`config.mk`:
```
export PLATFORM = sky130hd
export DESIGN_NAME = carregador_programa_flat
export DESIGN_NICKNAME = d
export VERILOG_FILES = /design/src/rtl/carregador_programa_pkg.sv /design/src/rtl/carregador_programa_if.sv /design/src/rtl/carregador_programa_leitor_hd.sv /design/src/rtl/carregador_programa.sv /design/src/flat_wrapper.sv
export SDC_FILE = /design/constraint.sdc
export NUM_CORES = 1
export LEC_CHECK = 0
export CORE_ASPECT_RATIO = 1.4
export CORE_MARGIN = 4
export CORE_UTILIZATION = 63
export DETAILED_ROUTE_END_ITERATION = 6
export GPL_TIMING_DRIVEN = 0
export PLACE_DENSITY_LB_ADDON = 0.12
export SLEW_MARGIN = 10
export SYNTH_ARGS = -nofsm -noshare
export SYNTH_HDL_FRONTEND = slang
export SYNTH_HIERARCHICAL = 1
export SYNTH_SLANG_ARGS = --single-unit
```
`constraint.sdc`:
```
create_clock -name clock -period 6.5 [get_ports clock]
set_input_delay 1.625 -clock clock [delete_from_list [all_inputs] [get_ports clock]]
set_output_delay 1.625 -clock clock [all_outputs]
set_load 0.02 [all_outputs]
```
`src/rtl/carregador_programa_pkg.sv`:
```
// Shared definitions for the program loader: FSM encoding and block size.
// The block size matches the instruction memory and the scheduler arithmetic.
package carregador_programa_pkg;

    localparam int TAM_BLOCO_PADRAO = 200;

    typedef enum logic [2:0] {
        OCIOSO,
        LE_TAMANHO,
        VALIDA,
        LE_PALAVRA,
        ESCREVE,
        FIM,
        ERRO
    } estado_t;

    function automatic logic [31:0] base_bloco(input logic [31:0] n, input int tam);
        return n * 32'(tam);
    endfunction

endpackage

```
`src/rtl/carregador_programa_if.sv`:
```
// Loader bus bundle: control unit start/status, HD word port, instruction memory port.
// The loader side is the master; the control unit, HD and memory form the slave side.
interface carregador_programa_if #(
    parameter int HD_AW = 16
);

    logic              iniciar;
    logic [7:0]        num_programa;
    logic [31:0]       bloco_destino;
    logic              hd_leitura;
    logic [HD_AW-1:0]  hd_endereco;
    logic [31:0]       hd_dado;
    logic              hd_valido;
    logic              mem_escrita;
    logic [31:0]       mem_endereco;
    logic [31:0]       mem_dado;
    logic              ocupado;
    logic              concluido;
    logic              erro;

    modport master (
        input  iniciar, num_programa, bloco_destino, hd_dado, hd_valido,
        output hd_leitura, hd_endereco, mem_escrita, mem_endereco, mem_dado,
        output ocupado, concluido, erro
    );

    modport slave (
        output iniciar, num_programa, bloco_destino, hd_dado, hd_valido,
        input  hd_leitura, hd_endereco, mem_escrita, mem_endereco, mem_dado,
        input  ocupado, concluido, erro
    );

endinterface

```
`src/rtl/carregador_programa_leitor_hd.sv`:
```
// HD read handshake: raises the request, holds the address, drops on valid.
// Valid is only honoured while a request is outstanding.
module carregador_programa_leitor_hd #(
    parameter int HD_AW = 16
) (
    input  logic             clock,
    input  logic             reset,
    input  logic             pedir,
    input  logic [31:0]      endereco,
    input  logic             valido,
    output logic             leitura,
    output logic [HD_AW-1:0] endereco_hd,
    output logic             pronto
);

    assign pronto = leitura && valido;

    always_ff @(posedge clock) begin
        if (!reset) begin
            leitura     <= 1'b0;
            endereco_hd <= '0;
        end else if (!leitura && pedir) begin
            leitura     <= 1'b1;
            endereco_hd <= HD_AW'(endereco);
        end else if (pronto) begin
            leitura     <= 1'b0;
        end
    end

endmodule

```
`src/rtl/carregador_programa.sv`:
```
// Program loader: copies one HD program image into a process block of
// instruction memory, reporting completion or rejection to the control unit.
module carregador_programa
    import carregador_programa_pkg::*;
#(
    parameter int TAM_BLOCO     = TAM_BLOCO_PADRAO,
    parameter int NUM_PROCESSOS = 5,
    parameter int HD_AW         = 16
) (
    input  logic                  clock,
    input  logic                  reset,
    carregador_programa_if.master bus
);

    localparam logic [31:0] TAM   = 32'(TAM_BLOCO);
    localparam logic [31:0] NPROC = 32'(NUM_PROCESSOS);

    estado_t     estado;
    estado_t     prox;
    logic [31:0] base_hd;
    logic [31:0] base_mem;
    logic [31:0] tamanho;
    logic [31:0] indice;
    logic [31:0] mem_end_q;
    logic [31:0] mem_dado_q;
    logic [31:0] end_leitura;
    logic        pedir;
    logic        pronto;
    logic        aceita;
    logic        ocupado_c;
    logic        concluido_c;
    logic        erro_c;
    logic        escrita_c;

    assign aceita = (estado == OCIOSO) && bus.iniciar;
    assign pedir  = (estado == LE_TAMANHO) || (estado == LE_PALAVRA);

    // Word 0 of the image holds the length; instructions follow it.
    assign end_leitura = (estado == LE_TAMANHO) ? base_hd : base_hd + indice;

    carregador_programa_leitor_hd #(
        .HD_AW(HD_AW)
    ) u_leitor_hd (
        .clock       (clock),
        .reset       (reset),
        .pedir       (pedir),
        .endereco    (end_leitura),
        .valido      (bus.hd_valido),
        .leitura     (bus.hd_leitura),
        .endereco_hd (bus.hd_endereco),
        .pronto      (pronto)
    );

    always_ff @(posedge clock) begin
        if (!reset) begin
            estado <= OCIOSO;
        end else begin
            estado <= prox;
        end
    end

    always_comb begin
        prox = estado;
        unique case (estado)
            OCIOSO: begin
                if (bus.iniciar) begin
                    prox = (bus.bloco_destino >= NPROC) ? ERRO : LE_TAMANHO;
                end
            end
            LE_TAMANHO: begin
                if (pronto) prox = VALIDA;
            end
            VALIDA: begin
                prox = (tamanho == 32'd0 || tamanho >= TAM) ? ERRO : LE_PALAVRA;
            end
            LE_PALAVRA: begin
                if (pronto) prox = ESCREVE;
            end
            ESCREVE: begin
                prox = (indice == tamanho) ? FIM : LE_PALAVRA;
            end
            FIM:     prox = OCIOSO;
            ERRO:    prox = OCIOSO;
            default: prox = OCIOSO;
        endcase
    end

    always_comb begin
        ocupado_c   = (estado != OCIOSO);
        concluido_c = (estado == FIM);
        erro_c      = (estado == ERRO);
        escrita_c   = (estado == ESCREVE);
    end

    always_ff @(posedge clock) begin
        if (!reset) begin
            base_hd    <= '0;
            base_mem   <= '0;
            tamanho    <= '0;
            indice     <= '0;
            mem_end_q  <= '0;
            mem_dado_q <= '0;
        end else begin
            if (aceita) begin
                base_hd  <= base_bloco(32'(bus.num_programa), TAM_BLOCO);
                base_mem <= base_bloco(bus.bloco_destino, TAM_BLOCO);
            end
            if (estado == LE_TAMANHO && pronto) begin
                tamanho <= bus.hd_dado;
            end
            if (estado == VALIDA) begin
                indice <= 32'd1;
            end
            // Address/data are staged here so they are stable for the write cycle.
            if (estado == LE_PALAVRA && pronto) begin
                mem_dado_q <= bus.hd_dado;
                mem_end_q  <= base_mem + indice - 32'd1;
            end
            if (estado == ESCREVE && indice != tamanho) begin
                indice <= indice + 32'd1;
            end
        end
    end

    assign bus.ocupado      = ocupado_c;
    assign bus.concluido    = concluido_c;
    assign bus.erro         = erro_c;
    assign bus.mem_escrita  = escrita_c;
    assign bus.mem_endereco = mem_end_q;
    assign bus.mem_dado     = mem_dado_q;

endmodule

```
`src/flat_wrapper.sv`:
```
// flat-port wrapper written by rule: the top's interface ports become plain ports
module carregador_programa_flat import carregador_programa_pkg::*;
#(
    parameter int TAM_BLOCO     = TAM_BLOCO_PADRAO,
    parameter int NUM_PROCESSOS = 5,
    parameter int HD_AW         = 16
)
  (clock, reset, bus_iniciar, bus_num_programa, bus_bloco_destino, bus_hd_dado, bus_hd_valido, bus_hd_leitura, bus_hd_endereco, bus_mem_escrita, bus_mem_endereco, bus_mem_dado, bus_ocupado, bus_concluido, bus_erro);
  carregador_programa_if #(.HD_AW(HD_AW)) bus_i ();
  input  logic clock;
  input  logic reset;
  input wire logic [$bits(bus_i.iniciar)-1:0] bus_iniciar;
  input wire logic [$bits(bus_i.num_programa)-1:0] bus_num_programa;
  input wire logic [$bits(bus_i.bloco_destino)-1:0] bus_bloco_destino;
  input wire logic [$bits(bus_i.hd_dado)-1:0] bus_hd_dado;
  input wire logic [$bits(bus_i.hd_valido)-1:0] bus_hd_valido;
  output wire logic [$bits(bus_i.hd_leitura)-1:0] bus_hd_leitura;
  output wire logic [$bits(bus_i.hd_endereco)-1:0] bus_hd_endereco;
  output wire logic [$bits(bus_i.mem_escrita)-1:0] bus_mem_escrita;
  output wire logic [$bits(bus_i.mem_endereco)-1:0] bus_mem_endereco;
  output wire logic [$bits(bus_i.mem_dado)-1:0] bus_mem_dado;
  output wire logic [$bits(bus_i.ocupado)-1:0] bus_ocupado;
  output wire logic [$bits(bus_i.concluido)-1:0] bus_concluido;
  output wire logic [$bits(bus_i.erro)-1:0] bus_erro;
  assign bus_i.iniciar = bus_iniciar;
  assign bus_i.num_programa = bus_num_programa;
  assign bus_i.bloco_destino = bus_bloco_destino;
  assign bus_i.hd_dado = bus_hd_dado;
  assign bus_i.hd_valido = bus_hd_valido;
  assign bus_hd_leitura = bus_i.hd_leitura;
  assign bus_hd_endereco = bus_i.hd_endereco;
  assign bus_mem_escrita = bus_i.mem_escrita;
  assign bus_mem_endereco = bus_i.mem_endereco;
  assign bus_mem_dado = bus_i.mem_dado;
  assign bus_ocupado = bus_i.ocupado;
  assign bus_concluido = bus_i.concluido;
  assign bus_erro = bus_i.erro;
  carregador_programa #(.TAM_BLOCO(TAM_BLOCO), .NUM_PROCESSOS(NUM_PROCESSOS), .HD_AW(HD_AW)) u_core (.clock(clock), .reset(reset), .bus(bus_i));
endmodule
```
==> flow_summary.ini <==
[global_route]
grt-ovfl-total = 0
grt_pass1_wl_um = 65270
met1_usage = 0.3623
grt_start_max_net_pins = 17
grt_pass1_vias = 13210
antenna_found_initial = 1
grt.met2_usage = 0.5822
busiest_layer = met2
grt.total_usage = 0.3203
met3_usage = 0.04261

[timing]
tightestPinTransition_ns = 1.111
drv_slew = 0
rsz0062_at_grt = false
tns_ns = 0
slew_headroom = 0.2517
max_clock_freq_mhz = 182.4
whs_ns = 0.4513
fin_crit_ns = 5.481
skew_ns = 0.01163
setup_viol = 0
hold_viol = 0
finalCritPeriodShare = 0.8433

[detailed_routing]
postRouteAntennaNets = 0
vias = 13380
dr.pass1.iters = 5
drt-initial-drc-count = 729
routed_wl_um = 40450
viasPerCell = 5.722
drc = 0
wire_per_inst_um = 17.30

[clock_tree]
cts_buffer_depth = 2
cts_sinks = 190
cts_buffers = 17
postCtsHoldBufs = 0
htreeDepth = 4
clock_latency_ns = 0.45
post-cts-setup-buffer-count = 0
cts_tree = yes
root_buffer = clkbuf_16
path_clk_slew_ns = 0.07
post_cts_resized = 0

[floorplanning]
fp.dieW_um = 135.5
io_pins = 161
num_rows = 65
core_um2 = 22450
initial_core_util = 0.6392
die_y_um = 186.6
dieArea_um2 = 25290

[setup_path]
rrSetupSlack_ns = 2.86
crit_type = in -> reg
reg2reg_from = u_core/indice[7]$_SDFFE_PN0P_
critical-path-slowest-cell = clkdlybuf4s50_1
cp_cell_sequence = clkdlybuf4s50_1 > inv_1 > ha_1 > inv_1 > ha_1 > fa_1 > ha_1 > a21o_1 > a21oi_1 > o21ai_0 > a21o_1 > a2111oi_2 > nor4_1 > or4_1 > o21a_1
r2r-end = u_core/bus.mem_endereco[24]$_SDFFE_PN0P_
cp_data_required_time_ns = 6.84
endpoint_kind = register
critical_path_arrival_ns = 5.82
cp_max_fo = 5
cpPeakStageDelay_ns = 0.58
worstRegToRegCells = 12
worst_path_most_repeated_cell = ha_1
startpoint_type = primary input

[yosys]
syn-num-nets = 2143
syn_area_per_cell_um2 = 7.772
yosysWarnings = 6
syn_area_um2 = 14350
netlist_instances = 1846

[flow_run]
cap_violations = 0

[final_layout]
num-nets-final = 2322
final_layout_size_suffix_gt1_frac = 0.02896
diodes = 0
area_delta_synth_final_pct = 17.84
final_cell_count_no_fill = 2338
fin_area_um2 = 16910
final_core_util = 0.7532

[hold_path]
holdPathStages = 2
min_to = u_core/bus.mem_endereco[8]$_SDFFE_PN0P_
hold_start = u_core/bus.mem_endereco[8]$_SDFFE_PN0P_
hp-class = reg -> reg

[power]
p_leak_nw = 7.514
ir_worst_vdd_v = 0.0002055
power_density_nw_per_um2 = 308.7

[run_status]
status = completed

[place]
place_inst = 2307
place_congestion = 0.9771
hpwlAfterDp_um = 32960
detailed_place.area_um2 = 16330
io_buffers = 160
layout make-up:
class                           count  area, um^2
Inverter                          247       927.1
Timing Repair Buffer              160        1602
Multi-Input combinational cell   1324        9250
Tap cell                          301       376.6
Sequential cell                   190        3804
Clock buffer                       20       446.7
Clock inverter                     11       135.1
Fill cell                        1828        5539
Buffer                             85       366.6
placed cells by master (no fill, tap or decap), types with 7 or more instances in the layout:
cell	instances
nand2_1	303
inv_1	247
ha_1	193
dfxtp_1	190
a21oi_1	189
clkdlybuf4s50_1	160
clkbuf_1	71
nor2_1	54
o21ai_0	52
nand3_1	49
xor2_1	49
a21o_1	42
xnor2_1	34
and3_1	28
fa_1	28
o21a_1	22
mux2i_1	21
nor4_1	19
a211oi_1	18
clkbuf_16	17
nor3_1	17
nand4_1	16
o21bai_1	16
a31oi_1	15
and2_1	13
nor2b_1	12
or3_1	12
nand2b_1	11
o211ai_1	10
nor3b_1	10
buf_2	9
a211o_1	8
or4_1	8
o31ai_1	7
nand4b_1	7
metrics by stage:
stage | total power, mW | setup WS [ns]
after floorplan | 3.433 | 1.577
after global placement | 4.089 | 0.6726
after detailed placement | 4.137 | 0.5619
after CTS | 5.193 | 1.024
after global routing | 5.610 | 0.8549
final | 5.220 | 1.019
flip-flops by register name (all words and copies together) (netlist names):
name                            cells
u_core/estado                       3
u_core/u_leitor_hd/endereco_hd     16
u_core/bus.mem_dado                32
u_core/tamanho                     32
u_core/base_mem                    29
u_core/indice                      32
u_core/bus.mem_endereco            32
u_core/base_hd                     13
u_core/u_leitor_hd/leitura          1
power by group:
| group | internal [mW] | total (mW) | switching, mW |
|---|---|---|---|
| sequential | 1.27 | 1.36 | 0.0926 |
| clock | 0.579 | 1.05 | 0.469 |
| combinational | 1.15 | 2.81 | 1.66 |
| total | 2.99 | 5.22 | 2.23 |
worst max-delay path by stage:
stage	start	to	slack, ns	depth (start not counted)
final	bus_bloco_destino[3]	u_core/base_mem[31]$_SDFFE_PN0P_	1.02	15
after global placement	bus_bloco_destino[3]	u_core/base_mem[31]$_SDFFE_PN0P_	0.67	15
after detailed placement	bus_bloco_destino[3]	u_core/base_mem[31]$_SDFFE_PN0P_	0.56	15
after CTS	bus_bloco_destino[3]	u_core/base_mem[31]$_SDFFE_PN0P_	1.02	15
after global routing	bus_bloco_destino[3]	u_core/base_mem[31]$_SDFFE_PN0P_	0.85	15
after floorplan	bus_bloco_destino[3]	u_core/base_mem[31]$_SDFFE_PN0P_	1.58	14
critical path: cells and delay by family:
kind	cells	cell delay, ns
adder cells (fa/ha/maj)	4	1.42
AO/OA/AOI/OAI	6	1.48
buffers and inverters	3	0.69
AND/OR/NAND/NOR	2	0.59
metal layers:
metal,up-vias,wire length (um)
met4,2,2025
met1,6254,15820
met2,409,20490
li1,6598,-
met3,115,2103
met5,-,14
No activity file was read; power rests on OpenSTA's default activity.
